[src/rtl/wb_arbiter_pkg.sv]
// rtl/wb_arbiter_pkg.sv - shared widths, defaults and entry type for the write-back arbiter
package wb_arbiter_pkg;

  localparam int WB_DEPTH_DEF        = 2;
  localparam int WB_STARVE_LIMIT_DEF = 4;
  localparam int ADDR_W              = 5;
  localparam int DATA_W              = 32;
  localparam int ENTRY_W             = ADDR_W + DATA_W;

  typedef struct packed {
    logic [ADDR_W-1:0] waddr;
    logic [DATA_W-1:0] wdata;
  } wb_entry_t;

  function automatic wb_entry_t wb_pack(input logic [ADDR_W-1:0] a, input logic [DATA_W-1:0] d);
    wb_entry_t e;
    e.waddr = a;
    e.wdata = d;
    return e;
  endfunction

endpackage

[src/rtl/wb_fifo.sv]
// rtl/wb_fifo.sv - in-order buffer for long-latency write-back results
module wb_fifo #(
  parameter int  DEPTH = 2,
  parameter int  WIDTH = 37,
  localparam int CW    = $clog2(DEPTH + 1)
) (
  input  logic             clk,
  input  logic             resetn,
  input  logic             push_i,
  input  logic [WIDTH-1:0] push_data_i,
  input  logic             pop_i,
  output logic [WIDTH-1:0] pop_data_o,
  output logic             full_o,
  output logic             empty_o,
  output logic [CW-1:0]    count_o
);

  localparam int AW = $clog2(DEPTH);

  logic [WIDTH-1:0] mem_q [DEPTH];
  logic [AW-1:0]    wptr_q, rptr_q;
  logic [CW-1:0]    count_q;
  logic             push_ok, pop_ok;

  // Guard against caller misuse so occupancy can never over- or under-flow.
  assign push_ok = push_i & ~full_o;
  assign pop_ok  = pop_i & ~empty_o;

  always_ff @(posedge clk or negedge resetn) begin
    if (!resetn) begin
      wptr_q  <= '0;
      rptr_q  <= '0;
      count_q <= '0;
    end else begin
      if (push_ok) wptr_q <= wptr_q + 1'b1;
      if (pop_ok)  rptr_q <= rptr_q + 1'b1;
      if (push_ok && !pop_ok)      count_q <= count_q + 1'b1;
      else if (pop_ok && !push_ok) count_q <= count_q - 1'b1;
    end
  end

  always_ff @(posedge clk) begin
    if (push_ok) mem_q[wptr_q] <= push_data_i;
  end

  assign pop_data_o = mem_q[rptr_q];
  assign full_o     = (count_q == CW'(DEPTH));
  assign empty_o    = (count_q == '0);
  assign count_o    = count_q;

endmodule

[src/rtl/wb_arbiter.sv]
// rtl/wb_arbiter.sv - register-file write-port arbiter between pipeline and long-latency results
module wb_arbiter
  import wb_arbiter_pkg::*;
#(
  parameter int DEPTH        = WB_DEPTH_DEF,
  parameter int STARVE_LIMIT = WB_STARVE_LIMIT_DEF
) (
  input  logic              clk,
  input  logic              resetn,
  input  logic              pipe_valid,
  input  logic [ADDR_W-1:0] pipe_waddr,
  input  logic [DATA_W-1:0] pipe_wdata,
  input  logic              md_valid,
  output logic              md_ready,
  input  logic [ADDR_W-1:0] md_waddr,
  input  logic [DATA_W-1:0] md_wdata,
  output logic              we,
  output logic [ADDR_W-1:0] waddr,
  output logic [DATA_W-1:0] wdata,
  output logic              stall_req
);

  localparam int CW = $clog2(DEPTH + 1);
  localparam int SW = $clog2(STARVE_LIMIT + 1);

  wb_entry_t         head;
  logic              full, empty, push, pop;
  logic [CW-1:0]     count;

  logic              we_q, we_d;
  logic [ADDR_W-1:0] waddr_q, waddr_d;
  logic [DATA_W-1:0] wdata_q, wdata_d;
  logic [SW-1:0]     starve_q, starve_d;
  logic              stall_q, stall_d;

  assign md_ready = ~full;
  // Writes to r0 are handshaken but never buffered.
  assign push     = md_valid & md_ready & (md_waddr != '0);
  assign pop      = ~pipe_valid & ~empty;

  wb_fifo #(
    .DEPTH (DEPTH),
    .WIDTH (ENTRY_W)
  ) u_fifo (
    .clk         (clk),
    .resetn      (resetn),
    .push_i      (push),
    .push_data_i (wb_pack(md_waddr, md_wdata)),
    .pop_i       (pop),
    .pop_data_o  (head),
    .full_o      (full),
    .empty_o     (empty),
    .count_o     (count)
  );

  always_comb begin
    we_d    = 1'b0;
    waddr_d = '0;
    wdata_d = '0;
    if (pipe_valid) begin
      if (pipe_waddr != '0) begin
        we_d    = 1'b1;
        waddr_d = pipe_waddr;
        wdata_d = pipe_wdata;
      end
    end else if (!empty) begin
      we_d    = 1'b1;
      waddr_d = head.waddr;
      wdata_d = head.wdata;
    end

    // Non-empty and not popping implies the pipeline took the port.
    starve_d = starve_q;
    if (empty || pop)
      starve_d = '0;
    else if (starve_q != SW'(STARVE_LIMIT))
      starve_d = starve_q + 1'b1;

    stall_d = (starve_q == SW'(STARVE_LIMIT)) || (count == CW'(DEPTH));
  end

  always_ff @(posedge clk or negedge resetn) begin
    if (!resetn) begin
      we_q     <= 1'b0;
      waddr_q  <= '0;
      wdata_q  <= '0;
      starve_q <= '0;
      stall_q  <= 1'b0;
    end else begin
      we_q     <= we_d;
      waddr_q  <= waddr_d;
      wdata_q  <= wdata_d;
      starve_q <= starve_d;
      stall_q  <= stall_d;
    end
  end

  assign we        = we_q;
  assign waddr     = waddr_q;
  assign wdata     = wdata_q;
  assign stall_req = stall_q;

endmodule

[config.mk]
export PLATFORM = sky130hd
export DESIGN_NAME = wb_arbiter
export DESIGN_NICKNAME = d
export VERILOG_FILES = /design/src/rtl/wb_arbiter_pkg.sv /design/src/rtl/wb_fifo.sv /design/src/rtl/wb_arbiter.sv
export SDC_FILE = /design/constraint.sdc
export NUM_CORES = 1
export LEC_CHECK = 0
export CORE_ASPECT_RATIO = 1.4
export CORE_MARGIN = 10
export CORE_UTILIZATION = 47
export DETAILED_ROUTE_END_ITERATION = 7
export PLACE_DENSITY = 0.77
export SLEW_MARGIN = 20
export SYNTH_ARGS = -nofsm -noshare
export SYNTH_HDL_FRONTEND = slang
export SYNTH_HIERARCHICAL = 1
export SYNTH_SLANG_ARGS = --single-unit
[constraint.sdc]
create_clock -name clk -period 4.65 [get_ports clk]
set_input_delay 0.6975 -clock clk [delete_from_list [all_inputs] [get_ports clk]]
set_output_delay 0.6975 -clock clk [all_outputs]
set_load 0.005 [all_outputs]
==> results of run 1 <==
==> layout make-up <==
type | instances | area [sq um] | share of cell area
timing repair buffer | 118 | 1191 | 0.1825
sequential | 120 | 3374 | 0.5172
clock inverter | 11 | 176.4 | 0.02704
inverter | 6 | 22.52 | 0.003452
clock buffer | 21 | 450.4 | 0.06903
multi-input combinational | 111 | 1145 | 0.1755
tap | 132 | 165.2 | 0.02531
==> per-stage QoR <==
stage            util  cells  setup WS, ps
4_1_cts        0.6791    518          2127
3_5_place_dp   0.6136    486          1696
2_1_floorplan       -    252          1635
5_1_grt        0.6822    519          1970
3_3_place_gp   0.6136    486          1766
6_report       0.6822    519          2058
==> how the worst max path moves through the flow <==
stage | from | to | depth (start not counted)
2_1_floorplan | md_waddr[1] | u_fifo/mem_q[0][0] | 4
3_3_place_gp | md_waddr[1] | u_fifo/mem_q[0][19] | 5
3_5_place_dp | pipe_valid | u_fifo/count_o[1] | 7
4_1_cts | md_waddr[1] | u_fifo/mem_q[0][4] | 5
5_1_grt | pipe_valid | u_fifo/count_o[1] | 7
6_report | pipe_valid | u_fifo/count_o[1] | 7
==> per-layer routing <==
layer,global-route usage,vias to the layer above,share of wire
li1,-,1237,-
met1,0.1437,1347,0.34
met2,0.2691,93,0.58
met3,0.05657,10,0.063
met4,0.07132,0,0.015
met5,0,-,0
==> cells in the final DEF, fill, tap and decap left out, types with 3 or more instances in the layout <==
cell type	synthesis	routed
a22o_1	4	4
a32o_2	32	32
bufinv_16	0	5
clkbuf_1	3	3
clkbuf_16	0	17
clkdlybuf4s50_1	0	115
clkinv_1	0	3
clkinv_2	0	3
dfrtp_1	46	45
edfxtp_1	74	74
ha_1	3	3
inv_1	6	6
mux2_2	17	17
mux2_4	20	20
nand2_1	5	5
nand2b_1	3	3
nor2_1	6	5
xnor2_1	4	4
==> state kept, by name, summed over array words and instances (netlist names) <==
signal / cells
u_fifo/wptr_q: 1
stall_req: 1
u_fifo/rptr_q: 1
we: 1
u_fifo/mem_q: 74
wdata: 32
waddr: 5
starve_q: 3
u_fifo/count_o: 2
==> where the power goes <==
group | switching [mW] | internal [mW] | leakage [nW] | total, mW
Combinational | 0.363 | 0.590 | 1.05 | 0.952
Sequential | 0.167 | 1.44 | 1.24 | 1.60
Clock | 0.421 | 0.955 | 0.307 | 1.38
Total | 0.951 | 2.98 | 2.60 | 3.93
==> cells by family after synthesis <==
| kind of cell | share of synthesized area |
|---|---|
| buffers and inverters | 0.02831 |
| and+or+nand+nor | 0.02642 |
| muxes | 0.1060 |
| DFF | 0.7269 |
| adders and majority gates | 0.008089 |
| AOI/OAI and AO/OA | 0.09302 |
| xor gates and xnor gates | 0.01132 |
==> flow_summary.json, run 1 <==
{
  "core_sq_um": 9564,
  "ir_drop_v": 0.0003244,
  "p_leak_nw": 2.599,
  "cp_num_buf_inv": 1,
  "gp_congestion": 0.7644,
  "synth_edf_count": 74,
  "dp_hpwl_mm": 7.029,
  "start_util": 0.4852,
  "r2r-end": "u_fifo/count_o[1]",
  "skew_ps": 7.097,
  "synthArstFlopShare": 0.3833,
  "grt_setup_unrepaired": "no",
  "hold_viol": 0,
  "fmax_mhz": 385.9,
  "r2r_cells": 7,
  "p_per_area_nw_per_um2": 602.4,
  "clkSlewWorstSetupHoldPaths_ps": 50,
  "worstMarginPinSlew_ps": 1082,
  "ys_types": 30,
  "status": "completed",
  "path_class": "in2reg",
  "grt_pass1_vias": 2958,
  "synth_top_cell_by_area": "edfxtp_1",
  "cpMostUsedCell": "xor2_1",
  "min_path_type": "in2async",
  "ys.flop_type": "edfxtp_1",
  "total_power_mw": 3.931,
  "cts_resized": 0,
  "area_growth_pct": 40.60,
  "syn_area_sq_um": 4641,
  "diodes": 0,
  "whs_ps": 300.4,
  "clk_latency_ps": 410,
  "tns_ps": 0,
  "post_cts_buffers": 0,
  "viasPerCell": 5.177,
  "yosysTopAreaCellShare": 0.4788,
  "die_w_microns": 104.0,
  "io_buffers": 117,
  "start_kind": "primary input",
  "drv_slew": 0,
  "fin_area_sq_um": 6525,
  "crit_arrival_ps": 2920,
  "syn_area_per_cell_sq_um": 18.42,
  "synth.area.top_cells": "edfxtp_1 48%, dfrtp_1 25%, a32o_2 7.8%",
  "clock_sinks": 120,
  "yosysWarnings": 6,
  "htree_levels": 4,
  "grt_pass1_wl_mm": 15.79,
  "synth_nets": 333,
  "synthTopCellsByCount": "74 x edfxtp_1, 46 x dfrtp_1, 32 x a32o_2, 20 x mux2_4, 17 x mux2_2",
  "totalWireLength_mm": 10.55,
  "drtIter0Drc": 101,
  "grtUsageTotal": 0.1472,
  "ioPinCount": 118,
  "cts_made_buffers": 17,
  "cp_slowest_cell": "nor2_4",
  "drive_above_1_share": 0.2713,
  "synth_most_common_cell": "edfxtp_1",
  "rrSetupSlack_ps": 2250,
  "path_delay_family": "simple AND/OR/NAND/NOR gates",
  "ant_nets": 0,
  "worstSetupEndpointType": "register",
  "vias": 2687,
  "rows": 42,
  "antenna_found_initial": 0,
  "finalSetupViolations": 0,
  "finalCriticalPeriod_ps": 2592,
  "grt_start_max_net_pins": 47,
  "ys_seq_elements": 120,
  "nFillCells": 670,
  "cp_max_fo": 42,
  "required_ps": 4980,
  "drc_errors": 0,
  "wl_per_cell_microns": 20.33,
  "slew_headroom": 0.2788,
  "seq_area_frac_synth": 0.7269,
  "overflow": 0,
  "first_pass_iters": 5,
  "dpl_cell_area_sq_um": 5868,
  "slowest_delay_ps": 830,
  "syn_inst": 252,
  "finalCritPeriodShare": 0.5573,
  "r2r_start": "u_fifo/count_o[0]",
  "drv_cap": 0,
  "die_area_sq_um": 14300,
  "cts_buffer_depth": 2,
  "die_h_microns": 137.6,
  "cts_root_buf": "clkbuf_16",
  "nets": 455,
  "cts_hold_buf": 0,
  "cts_tree": "built",
  "path_cells": "buf_2, nor2_4, o21ai_1, ha_1, xor2_1, nor2_1, xor2_1"
}
Power figures use the tool's default switching activity.
==> run 2: changes to the inputs <==
clock period = 2.4 ns   (was 4.65 ns; I/O delays follow)
==> run 2 against run 1 <==
Compared with the run above:
- sequential power increased by 86%
- global-route usage increased by 0.40 points
- cell area increased by 0.96%
- total power increased by 93%
- non-clock buffer count increased by 9
- worst hold slack improved by 70 ps
- first-iteration DRC count increased by 86%
- highest routed layer unchanged
- sequential share of layout area decreased by 0.49 points
- register-to-register slack got worse by 1800 ps
- critical path depth unchanged
- die area unchanged
- largest power group unchanged
- critical endpoint is now u_fifo/mem_q[0][21]
- final cell count increased by 1.7%
==> flow_summary.json, run 2 (synthesis results as in run 1) <==
{
  "status": "completed",
  "required_ps": 2520,
  "cp_num_buf_inv": 3,
  "min_path_type": "in2reg",
  "placedCellCount": 494,
  "ant_nets": 0,
  "nFillCells": 668,
  "cp_slowest_cell": "nor2_4",
  "clk_latency_ps": 410,
  "rows": 42,
  "cts_tree": "built",
  "top_register": "u_fifo/mem_q",
  "total_power_mw": 7.602,
  "cts_root_buf": "clkbuf_16",
  "grt_pass1_wl_mm": 16.29,
  "path_class": "reg2reg",
  "cp-endpoint": "u_fifo/mem_q[0][21]",
  "final_common_cell": "clkdlybuf4s50_1",
  "cp-startpoint": "u_fifo/count_o[1]",
  "drc_errors": 0,
  "slew_headroom": 0.5310,
  "ir_drop_v": 0.0005865,
  "cts_buffer_depth": 2,
  "drv_cap": 0,
  "fmax_mhz": 502.6,
  "largest_reg_flops": 74,
  "mostFrequentLayoutCells": "115 x clkdlybuf4s50_1, 74 x edfxtp_1, 45 x dfrtp_1",
  "start_util": 0.4852,
  "r2r-end": "u_fifo/mem_q[0][21]",
  "worstMarginPinSlew_ps": 701.0,
  "dpl_cell_area_sq_um": 5941,
  "crit_arrival_ps": 2100,
  "die_h_microns": 137.6,
  "area_growth_pct": 41.95,
  "r2r_start": "u_fifo/count_o[1]",
  "drive_above_1_share": 0.2929,
  "hold_viol": 0,
  "grt_setup_unrepaired": "no",
  "io_buffers": 117,
  "core_sq_um": 9564,
  "p_leak_nw": 2.639,
  "ioPinCount": 118,
  "grt_start_max_net_pins": 42,
  "cp_max_fo": 20,
  "p_per_area_nw_per_um2": 1154,
  "crit_cells": 7,
  "viasPerCell": 5.165,
  "finalCriticalPeriod_ps": 1989,
  "path_delay_family": "simple AND/OR/NAND/NOR gates",
  "first_pass_iters": 4,
  "skew_ps": 8.232,
  "tns_ps": 0,
  "grt_pass1_vias": 2981,
  "overflow": 0,
  "clkSlewWorstSetupHoldPaths_ps": 50,
  "die_w_microns": 104.0,
  "r2r_cells": 7,
  "post_cts_buffers": 0,
  "wl_per_cell_microns": 20.35,
  "worstSetupEndpointType": "register",
  "totalWireLength_mm": 10.74,
  "dp_hpwl_mm": 7.217,
  "final_cells": 528,
  "fin_area_sq_um": 6588,
  "cts_made_buffers": 17,
  "finalCritPeriodShare": 0.8289,
  "finalSetupViolations": 0,
  "vias": 2727,
  "nets": 464,
  "die_area_sq_um": 14300,
  "slowest_delay_ps": 510,
  "drv_slew": 0,
  "gp_congestion": 0.7315,
  "rrSetupSlack_ps": 410,
  "drtIter0Drc": 188,
  "path_cells": "nand2b_1, inv_1, inv_1, o311a_1, nand2_1, nor2_4, buf_16",
  "grtUsageTotal": 0.1512,
  "htree_levels": 4,
  "start_kind": "register",
  "antenna_found_initial": 0,
  "diodes": 0,
  "cpMostUsedCell": "inv_1",
  "clock_sinks": 120
}
==> run 2: cell count changes in the layout (fill, tap and decap cells not counted) <==
cell and change:
buf_2 +1, dlygate4sd3_1 +1, buf_12 +1, clkinv_1 -3, bufinv_16 -2, clkbuf_8 +3
clkinvlp_4 +1, clkinv_2 +1, buf_4 +6
==> run 2: worst min path at each step <==
| stage | start | to | cells past startpoint |
|---|---|---|---|
| final | pipe_valid | u_fifo/rptr_q | 4 |
| after global routing | pipe_valid | u_fifo/rptr_q | 4 |
| after CTS | pipe_valid | u_fifo/rptr_q | 4 |
| after detailed placement | resetn | wdata[10] | 1 |
| after global placement | resetn | wdata[9] | 1 |
| after floorplan | resetn | stall_req | 0 |
==> run 2: worst register-to-register path, cell delays in order, from the launching register on <==
cell and delay (ps):
dfrtp_1 420, nand2b_1 130, inv_1 50, inv_1 60, o311a_1 170, nand2_1 110, nor2_4 510, buf_16 250
==> run 2: area by class of cell <==
| cell class | instances | area (sq um) | share of cell area |
|---|---|---|---|
| inverter | 6 | 22.52 | 0.003419 |
| clock inverter | 8 | 117.6 | 0.01785 |
| tap | 132 | 165.2 | 0.02507 |
| sequential | 120 | 3374 | 0.5123 |
| multi-input combinational | 111 | 1145 | 0.1738 |
| clock buffer | 24 | 491.7 | 0.07464 |
| timing repair buffer | 127 | 1271 | 0.1930 |
==> run 2: stage by stage <==
step / hold WS [ps] / util / worst slack (ps)
final: 370.3 / 0.6888 / 410.5
after global routing: 396.3 / 0.6888 / 274.7
after CTS: 366.6 / 0.6859 / 185.0
after detailed placement: 318.8 / 0.6211 / -166.4
after global placement: 307.7 / 0.6211 / -87.95
after floorplan: 64.41 / - / 90.64
==> run 2: repair_timing <==
action,4_1_cts,5_1_grt
hold endpoints to repair,17,0
hold buffers,1,0
resized for setup,0,0
==> run 2: power breakdown <==
part           total (mW)  internal, mW  switching, mW
Combinational        2.04          1.20          0.839
Sequential           2.98          2.78          0.203
Clock                2.58          1.73          0.849
Total                7.60          5.71           1.89
==> run 2: metal layers <==
metal,vias up,track usage,part of all wire
met5,-,0,0
met4,0,0.07209,0.019
met3,22,0.05143,0.050
met2,81,0.2797,0.57
met1,1373,0.1494,0.36
li1,1251,-,-
